[config.mk]
export PLATFORM = sky130hd
export DESIGN_NAME = mem_initiator_flat
export DESIGN_NICKNAME = d
export VERILOG_FILES = /design/src/rtl/mem_initiator_if.sv /design/src/rtl/mem_initiator.sv /design/src/flat_wrapper.sv
export SDC_FILE = /design/constraint.sdc
export NUM_CORES = 1
export LEC_CHECK = 0
export BUFFER_PORTS_ARGS = -buffer_cell sky130_fd_sc_hd__buf_2
export CAP_MARGIN = 20
export CORE_ASPECT_RATIO = 1.4
export CORE_MARGIN = 3
export CORE_UTILIZATION = 40
export DETAILED_ROUTE_END_ITERATION = 12
export GPL_TIMING_DRIVEN = 0
export PLACE_DENSITY_LB_ADDON = 0.15
export SYNTH_ARGS = -nofsm -noshare
export SYNTH_HDL_FRONTEND = slang
export SYNTH_SLANG_ARGS = --single-unit
[constraint.sdc]
create_clock -name clk -period 2.75 [get_ports clk]
set_input_delay 0.6875 -clock clk [delete_from_list [all_inputs] [get_ports clk]]
set_output_delay 0.6875 -clock clk [all_outputs]
set_load 0.05 [all_outputs]
[src/rtl/mem_initiator_if.sv]
// Client request/response and memory strobe bundle for the 16-bit initiator.
// master = initiator side, slave = client + memory side.
interface mem_initiator_if;
    logic        req_valid;
    logic        req_ready;
    logic        req_we;
    logic        req_byte;
    logic [15:0] req_addr;
    logic [15:0] req_wdata;
    logic        rsp_valid;
    logic [15:0] rsp_rdata;
    logic        rsp_error;
    logic        mem_read;
    logic        mem_write;
    logic [1:0]  mem_byte_enable;
    logic [15:0] mem_address;
    logic [15:0] mem_wdata;
    logic        mem_resp;
    logic [15:0] mem_rdata;

    modport master (
        input  req_valid, req_we, req_byte, req_addr, req_wdata, mem_resp, mem_rdata,
        output req_ready, rsp_valid, rsp_rdata, rsp_error,
        output mem_read, mem_write, mem_byte_enable, mem_address, mem_wdata
    );

    modport slave (
        output req_valid, req_we, req_byte, req_addr, req_wdata, mem_resp, mem_rdata,
        input  req_ready, rsp_valid, rsp_rdata, rsp_error,
        input  mem_read, mem_write, mem_byte_enable, mem_address, mem_wdata
    );
endinterface

[src/rtl/mem_initiator.sv]
// Single-outstanding word/byte memory initiator with lane steering, alignment check and watchdog.
// Latency: accept + memory wait + 1 (misaligned: 1); backpressure: req_ready only in IDLE.
module mem_initiator #(
    parameter int unsigned TIMEOUT_CYCLES = 1024
) (
    input  logic          clk,
    input  logic          rst_n,
    mem_initiator_if.master bus
);
    localparam int unsigned CNT_W     = (TIMEOUT_CYCLES > 2) ? $clog2(TIMEOUT_CYCLES) : 1;
    localparam int unsigned CNT_LIMIT = (TIMEOUT_CYCLES == 0) ? 0 : TIMEOUT_CYCLES - 1;

    typedef enum logic [1:0] {
        S_IDLE,
        S_REQ,
        S_DONE
    } state_t;

    state_t      state_q;
    state_t      state_d;
    logic        accept;
    logic        resp_hit;
    logic        to_abort;
    logic        misaligned;
    logic        timeout_hit;

    logic [CNT_W-1:0] cnt_q;
    logic        rd_q;
    logic        wr_q;
    logic [1:0]  be_q;
    logic [15:0] addr_q;
    logic [15:0] wdata_q;
    logic [15:0] rdata_q;
    logic        err_q;
    logic        byte_q;
    logic        lane_q;

    assign misaligned  = !bus.req_byte && bus.req_addr[0];
    assign timeout_hit = (TIMEOUT_CYCLES != 0) && (cnt_q == CNT_W'(CNT_LIMIT));

    always_ff @(posedge clk or negedge rst_n) begin
        if (!rst_n) begin
            state_q <= S_IDLE;
        end else begin
            state_q <= state_d;
        end
    end

    // mem_resp is only looked at in REQ, so late or stray pulses fall through.
    always_comb begin
        state_d  = state_q;
        accept   = 1'b0;
        resp_hit = 1'b0;
        to_abort = 1'b0;
        case (state_q)
            S_IDLE: begin
                if (bus.req_valid) begin
                    accept  = 1'b1;
                    state_d = misaligned ? S_DONE : S_REQ;
                end
            end
            S_REQ: begin
                if (bus.mem_resp) begin
                    resp_hit = 1'b1;
                    state_d  = S_DONE;
                end else if (timeout_hit) begin
                    to_abort = 1'b1;
                    state_d  = S_DONE;
                end
            end
            S_DONE:  state_d = S_IDLE;
            default: state_d = S_IDLE;
        endcase
    end

    always_ff @(posedge clk or negedge rst_n) begin
        if (!rst_n) begin
            cnt_q   <= '0;
            rd_q    <= 1'b0;
            wr_q    <= 1'b0;
            be_q    <= 2'b00;
            addr_q  <= 16'h0000;
            wdata_q <= 16'h0000;
            rdata_q <= 16'h0000;
            err_q   <= 1'b0;
            byte_q  <= 1'b0;
            lane_q  <= 1'b0;
        end else if (accept) begin
            cnt_q <= '0;
            err_q <= misaligned;
            if (!misaligned) begin
                rd_q    <= !bus.req_we;
                wr_q    <= bus.req_we;
                addr_q  <= {bus.req_addr[15:1], 1'b0};
                be_q    <= bus.req_byte ? (bus.req_addr[0] ? 2'b10 : 2'b01) : 2'b11;
                wdata_q <= bus.req_byte ? {2{bus.req_wdata[7:0]}} : bus.req_wdata;
                byte_q  <= bus.req_byte;
                lane_q  <= bus.req_addr[0];
            end
        end else if (state_q == S_REQ) begin
            cnt_q <= cnt_q + 1'b1;
            if (resp_hit) begin
                rd_q  <= 1'b0;
                wr_q  <= 1'b0;
                err_q <= 1'b0;
                if (!wr_q) begin
                    rdata_q <= byte_q ? {8'h00, (lane_q ? bus.mem_rdata[15:8] : bus.mem_rdata[7:0])}
                                      : bus.mem_rdata;
                end
            end else if (to_abort) begin
                rd_q  <= 1'b0;
                wr_q  <= 1'b0;
                err_q <= 1'b1;
            end
        end
    end

    assign bus.req_ready       = (state_q == S_IDLE);
    assign bus.rsp_valid       = (state_q == S_DONE);
    assign bus.rsp_error       = (state_q == S_DONE) && err_q;
    assign bus.rsp_rdata       = rdata_q;
    assign bus.mem_read        = rd_q;
    assign bus.mem_write       = wr_q;
    assign bus.mem_byte_enable = be_q;
    assign bus.mem_address     = addr_q;
    assign bus.mem_wdata       = wdata_q;
endmodule
[src/flat_wrapper.sv]
// flat-port wrapper written by rule: the top's interface ports become plain ports
module mem_initiator_flat 
#(
    parameter int unsigned TIMEOUT_CYCLES = 1024
)
  (clk, rst_n, bus_req_valid, bus_req_we, bus_req_byte, bus_req_addr, bus_req_wdata, bus_mem_resp, bus_mem_rdata, bus_req_ready, bus_rsp_valid, bus_rsp_rdata, bus_rsp_error, bus_mem_read, bus_mem_write, bus_mem_byte_enable, bus_mem_address, bus_mem_wdata);
  mem_initiator_if bus_i ();
  input  logic clk;
  input  logic rst_n;
  input wire logic [$bits(bus_i.req_valid)-1:0] bus_req_valid;
  input wire logic [$bits(bus_i.req_we)-1:0] bus_req_we;
  input wire logic [$bits(bus_i.req_byte)-1:0] bus_req_byte;
  input wire logic [$bits(bus_i.req_addr)-1:0] bus_req_addr;
  input wire logic [$bits(bus_i.req_wdata)-1:0] bus_req_wdata;
  input wire logic [$bits(bus_i.mem_resp)-1:0] bus_mem_resp;
  input wire logic [$bits(bus_i.mem_rdata)-1:0] bus_mem_rdata;
  output wire logic [$bits(bus_i.req_ready)-1:0] bus_req_ready;
  output wire logic [$bits(bus_i.rsp_valid)-1:0] bus_rsp_valid;
  output wire logic [$bits(bus_i.rsp_rdata)-1:0] bus_rsp_rdata;
  output wire logic [$bits(bus_i.rsp_error)-1:0] bus_rsp_error;
  output wire logic [$bits(bus_i.mem_read)-1:0] bus_mem_read;
  output wire logic [$bits(bus_i.mem_write)-1:0] bus_mem_write;
  output wire logic [$bits(bus_i.mem_byte_enable)-1:0] bus_mem_byte_enable;
  output wire logic [$bits(bus_i.mem_address)-1:0] bus_mem_address;
  output wire logic [$bits(bus_i.mem_wdata)-1:0] bus_mem_wdata;
  assign bus_i.req_valid = bus_req_valid;
  assign bus_i.req_we = bus_req_we;
  assign bus_i.req_byte = bus_req_byte;
  assign bus_i.req_addr = bus_req_addr;
  assign bus_i.req_wdata = bus_req_wdata;
  assign bus_i.mem_resp = bus_mem_resp;
  assign bus_i.mem_rdata = bus_mem_rdata;
  assign bus_req_ready = bus_i.req_ready;
  assign bus_rsp_valid = bus_i.rsp_valid;
  assign bus_rsp_rdata = bus_i.rsp_rdata;
  assign bus_rsp_error = bus_i.rsp_error;
  assign bus_mem_read = bus_i.mem_read;
  assign bus_mem_write = bus_i.mem_write;
  assign bus_mem_byte_enable = bus_i.mem_byte_enable;
  assign bus_mem_address = bus_i.mem_address;
  assign bus_mem_wdata = bus_i.mem_wdata;
  mem_initiator #(.TIMEOUT_CYCLES(TIMEOUT_CYCLES)) u_core (.clk(clk), .rst_n(rst_n), .bus(bus_i));
endmodule
==> impl_summary.md <==
Power
The internal power component is 2653 uW. In this run the power density over the cells is 1340 nW/um^2. The clock network is responsible for 16.8% of the overall power.

Summed over all cells, the static leakage comes to 0.001928 uW. The switching power of the nets is 2498 uW. The sequential share of power is 31.1%. The switching portion of total power is 48.49%. Across the VDD grid, the largest voltage drop is 0.5417 mV.

The power share of the combinational group is 52.1%. Summing internal, switching and leakage power gives 5151 uW.

Timing
Setup repair after global routing left no endpoint under its margin. For this run, the top clock speed supported by timing is 426.8 MHz. The final-report max-slew violation count is 0.

The worst slew slack as a fraction of its limit is 45.46%. The hold violation count in the final report is 0. The slew at the pin with the worst max-slew slack is 0.8181 ns. The portion of the clock cycle consumed by the worst path in the final layout is 85.21%. The setup TNS after final layout is 0 ns. The worst path in the final design needs a cycle of 2.343 ns, including I/O delays and setup. Between clock sinks in the finished design, the worst skew comes to 0.007753 ns.

Setup violations remaining at the end of the flow were counted as 0.

Critical path
The element type at the critical path start is a flip-flop. The worst register-to-register path ends at u_core.bus.mem_address[7]. The worst setup path is of the flip-flop to output port kind. In this run the critical register-to-register path is launched from u_core.state_q[0]. Among all stages on the critical path, the largest delay is contributed by sky130_fd_sc_hd__dfrtp_1. Data on the critical path is required at its endpoint by 2.06 ns. The data arrival time at the worst-slack endpoint is 1.66 ns.

The largest single stage delay on the critical path is 0.43 ns. For flop-to-flop paths, the worst setup slack is 1.01 ns. Following the worst setup path forward leads to its endpoint at bus_rsp_error. The worst setup path is captured at an output port. In this run the worst path has a maximum fanout of 10. The depth of the worst register-to-register path is 5. The startpoint of the most critical setup path is u_core.state_q[1]. Walking the worst path, the cells encountered are clkbuf_1, nor2b_1, and2_1, buf_2.

Die
Once the floorplan was initialized, standard cells occupied 41.88% of the core. The number of placement rows is 36. The number of top-level design ports is 109. In this run the vertical extent of the chip is 108.1 um. The total core area is 7117 sq um. The die is 78.95 um wide. The die covers 8537 sq um.

Yosys
After synthesis, the netlist uses 46 different library cells. Sequential elements use 55.42% of the synthesized area. Summing every instance area after synthesis gives 2980 sq um. The net count of the mapped netlist is 308. The per-instance average area after synthesis is 11.78 sq um.

The synthesized instance count is 253. The count of flip-flops with a built-in enable after synthesis is 0. The fraction of registers with async set/reset is 100.0%. Among all flip-flop cells after synthesis, the most frequent one is sky130_fd_sc_hd__dfrtp_1. The synthesized design contains 66 register bits. Yosys printed 0 warnings.

Final layout
Compared with the post-synthesis result, the final layout area differs by 28.97%. The number of antenna diodes in the final layout is 0. The layout net count is 426. Cells with a size suffix above 1 make up 41.18% of the layout.

Detailed routing
After detailed routing, the number of remaining DRC violations is 0. The final layout contains routed wiring with a total length of 6.820 mm. The detail route stage leaves a number of antenna-violating nets equal to 0. Before antenna repair, the detailed router went through 4 iterations.

Dividing the detail-routed wire length by the instance count gives 14.54 um. Detailed routing inserted a total of 2,365 vias. The routed via count divided by cell count is 5.043. The first routing iteration left 65 violations.

Global routing
Entering global routing, the biggest net connects 67 pins. The number of global-route vias before repair is 2,287. The number of antenna violations at the first check in global routing came to 0. The remaining global-route overflow is 0. The first global-routing pass estimated 11.01 mm of wire. Global routing used 16.69% of the available tracks.

Status
The flow ran to the end, and the final reports show no timing, DRC or antenna violations.

Clock network
The clock tree buffer depth is 2. The clock latency on the worst-skew pair is 0.33 ns. The post-cts repair resize count is 0. After clock tree synthesis, the flow added hold-fix buffers numbering 0. The number of levels in the clock H-tree is 3. In this run the clock root is driven by a sky130_fd_sc_hd__clkbuf_8.

The clock tree from TritonCTS is yes. Counting the buffers created by CTS gives 9. CTS saw 66 sinks. The clock input transition at the sequential cells of the worst setup and hold paths is 0.07 ns. Post-CTS timing repair inserted 0 buffers for setup.

Placement
Routability-driven placement finished with a final weighted congestion of 0.7438. The number of port buffers is 107. The half-perimeter wire length of the detailed placement result is 4.914 mm.

Hold path
The classification of the worst-slack hold path is input pin to async pin.

Run
Max-cap violations in this run came to 0.
==> flip-flops by register name (all words and copies together), names as in the netlist <==
signal,cells
u_core.bus.rsp_rdata,16
u_core.state_q,2
u_core.bus.mem_wdata,16
u_core.byte_q,1
u_core.err_q,1
u_core.bus.mem_read,1
u_core.bus.mem_byte_enable,2
u_core.lane_q,1
u_core.bus.mem_write,1
u_core.bus.mem_address,15
u_core.cnt_q,10
==> stage by stage <==
stage | instance area, sq um | hold WS [ns] | setup WS (ns) | cells | utilization (%)
2_1_floorplan | 2980 | 0.3919 | 0.1216 | 253 | -
3_3_place_gp | 3635 | 0.4504 | 0.6541 | 455 | 51.07
3_5_place_dp | 3637 | 0.4519 | 0.6560 | 455 | 51.11
4_1_cts | 3844 | 0.4633 | 0.3613 | 469 | 54.01
5_1_grt | 3844 | 0.4889 | 0.2523 | 469 | 54.01
6_report | 3844 | 0.4607 | 0.4067 | 469 | 54.01
==> power groups by stage <==
stage	Sequential, uW	Combinational (uW)	Clock, uW
floorplan	2820	858	0
global placement	1600	2690	0
detailed placement	1620	2710	0
CTS	1600	2710	898
global route	1660	2840	932
finish	1600	2680	867
==> synth_stat cells, types with 2 or more instances <==
cell,count,share of area [%]
sky130_fd_sc_hd__a21oi_1,5,0.84
sky130_fd_sc_hd__a22o_1,2,0.59
sky130_fd_sc_hd__a31oi_1,4,0.84
sky130_fd_sc_hd__buf_2,5,0.84
sky130_fd_sc_hd__clkbuf_1,4,0.50
sky130_fd_sc_hd__dfrtp_1,66,55
sky130_fd_sc_hd__inv_1,4,0.50
sky130_fd_sc_hd__mux2_2,14,5.3
sky130_fd_sc_hd__mux2_4,9,4.5
sky130_fd_sc_hd__mux2i_1,16,5.4
sky130_fd_sc_hd__nand2_1,34,4.3
sky130_fd_sc_hd__nand2b_1,2,0.42
sky130_fd_sc_hd__nand3_1,5,0.84
sky130_fd_sc_hd__nand3b_1,9,2.3
sky130_fd_sc_hd__nor2_1,4,0.50
sky130_fd_sc_hd__nor2b_1,3,0.63
sky130_fd_sc_hd__o21ai_0,30,5.0
sky130_fd_sc_hd__o311ai_0,5,1.5
sky130_fd_sc_hd__o31ai_1,2,0.50
sky130_fd_sc_hd__o41ai_1,4,1.2
==> worst max-delay path: cells and delay by family, from the launching register on <==
family	cells	cell delay, ns
AND/OR/NAND/NOR	2	0.33
buffers and inverters	2	0.57
flip-flops	1	0.43
==> cell families (layout without fill, tap and decap cells) <==
family,count (synthesis),after routing,share of synthesized area [%]
DFF,66,66,55.42
buffers and inverters,17,138,3.274
AOI/OAI and AO/OA,60,60,12.51
and+or+nand+nor,69,69,13.06
muxes,39,39,15.20
adders and majority gates,1,1,0.4197
other,1,1,0.1258
==> cell type report <==
class / count / area [sq um]
inverters: 4 / 15.01
repair buffers: 107 / 538.0
clock buffers: 11 / 141.4
fillers: 678 / 3273
multi-input cells: 170 / 1231
well taps: 95 / 118.9
plain buffers: 13 / 82.58
clock inverters: 3 / 65.06
flip-flops and latches: 66 / 1652
==> cell usage in the layout (no fill, tap or decap), types with 2 or more instances in the layout <==
| cell | synthesis | layout |
|---|---|---|
| sky130_fd_sc_hd__a21oi_1 | 5 | 5 |
| sky130_fd_sc_hd__a22o_1 | 2 | 2 |
| sky130_fd_sc_hd__a31oi_1 | 4 | 4 |
| sky130_fd_sc_hd__buf_2 | 5 | 111 |
| sky130_fd_sc_hd__buf_4 | 1 | 2 |
| sky130_fd_sc_hd__bufinv_16 | 0 | 2 |
| sky130_fd_sc_hd__clkbuf_1 | 4 | 5 |
| sky130_fd_sc_hd__clkbuf_8 | 0 | 10 |
| sky130_fd_sc_hd__dfrtp_1 | 66 | 66 |
| sky130_fd_sc_hd__inv_1 | 4 | 4 |
| sky130_fd_sc_hd__mux2_2 | 14 | 14 |
| sky130_fd_sc_hd__mux2_4 | 9 | 9 |
| sky130_fd_sc_hd__mux2i_1 | 16 | 16 |
| sky130_fd_sc_hd__nand2_1 | 34 | 34 |
| sky130_fd_sc_hd__nand2b_1 | 2 | 2 |
| sky130_fd_sc_hd__nand3_1 | 5 | 5 |
| sky130_fd_sc_hd__nand3b_1 | 9 | 9 |
| sky130_fd_sc_hd__nor2_1 | 4 | 4 |
| sky130_fd_sc_hd__nor2b_1 | 3 | 3 |
| sky130_fd_sc_hd__o21ai_0 | 30 | 30 |
| sky130_fd_sc_hd__o311ai_0 | 5 | 5 |
| sky130_fd_sc_hd__o31ai_1 | 2 | 2 |
| sky130_fd_sc_hd__o41ai_1 | 4 | 4 |
==> worst min path at each step <==
| stage | start | end | slack [ns] | cells after the start |
|---|---|---|---|---|
| 3_5_place_dp | u_core.bus.rsp_rdata[9] | u_core.bus.rsp_rdata[9] | 0.45 | 2 |
| 5_1_grt | u_core.bus.rsp_rdata[9] | u_core.bus.rsp_rdata[9] | 0.49 | 2 |
| 3_3_place_gp | u_core.bus.rsp_rdata[15] | u_core.bus.rsp_rdata[15] | 0.45 | 2 |
| 6_report | rst_n | u_core.bus.rsp_rdata[2] | 0.46 | 1 |
| 4_1_cts | rst_n | u_core.bus.rsp_rdata[4] | 0.46 | 1 |
| 2_1_floorplan | rst_n | u_core.bus.mem_address[10] | 0.39 | 0 |
==> layer usage <==
metal  wire, um  part of all wire [%]  global-route usage (%)  vias up
met5          0                     0                       0        -
met4         79                   1.2                   6.634        0
met3        471                   6.9                   4.500        7
met2       3281                    48                   27.83       84
met1       2987                    44                   20.55     1122
li1           -                     -                       -     1152
No activity file was read; power rests on OpenSTA's default activity.
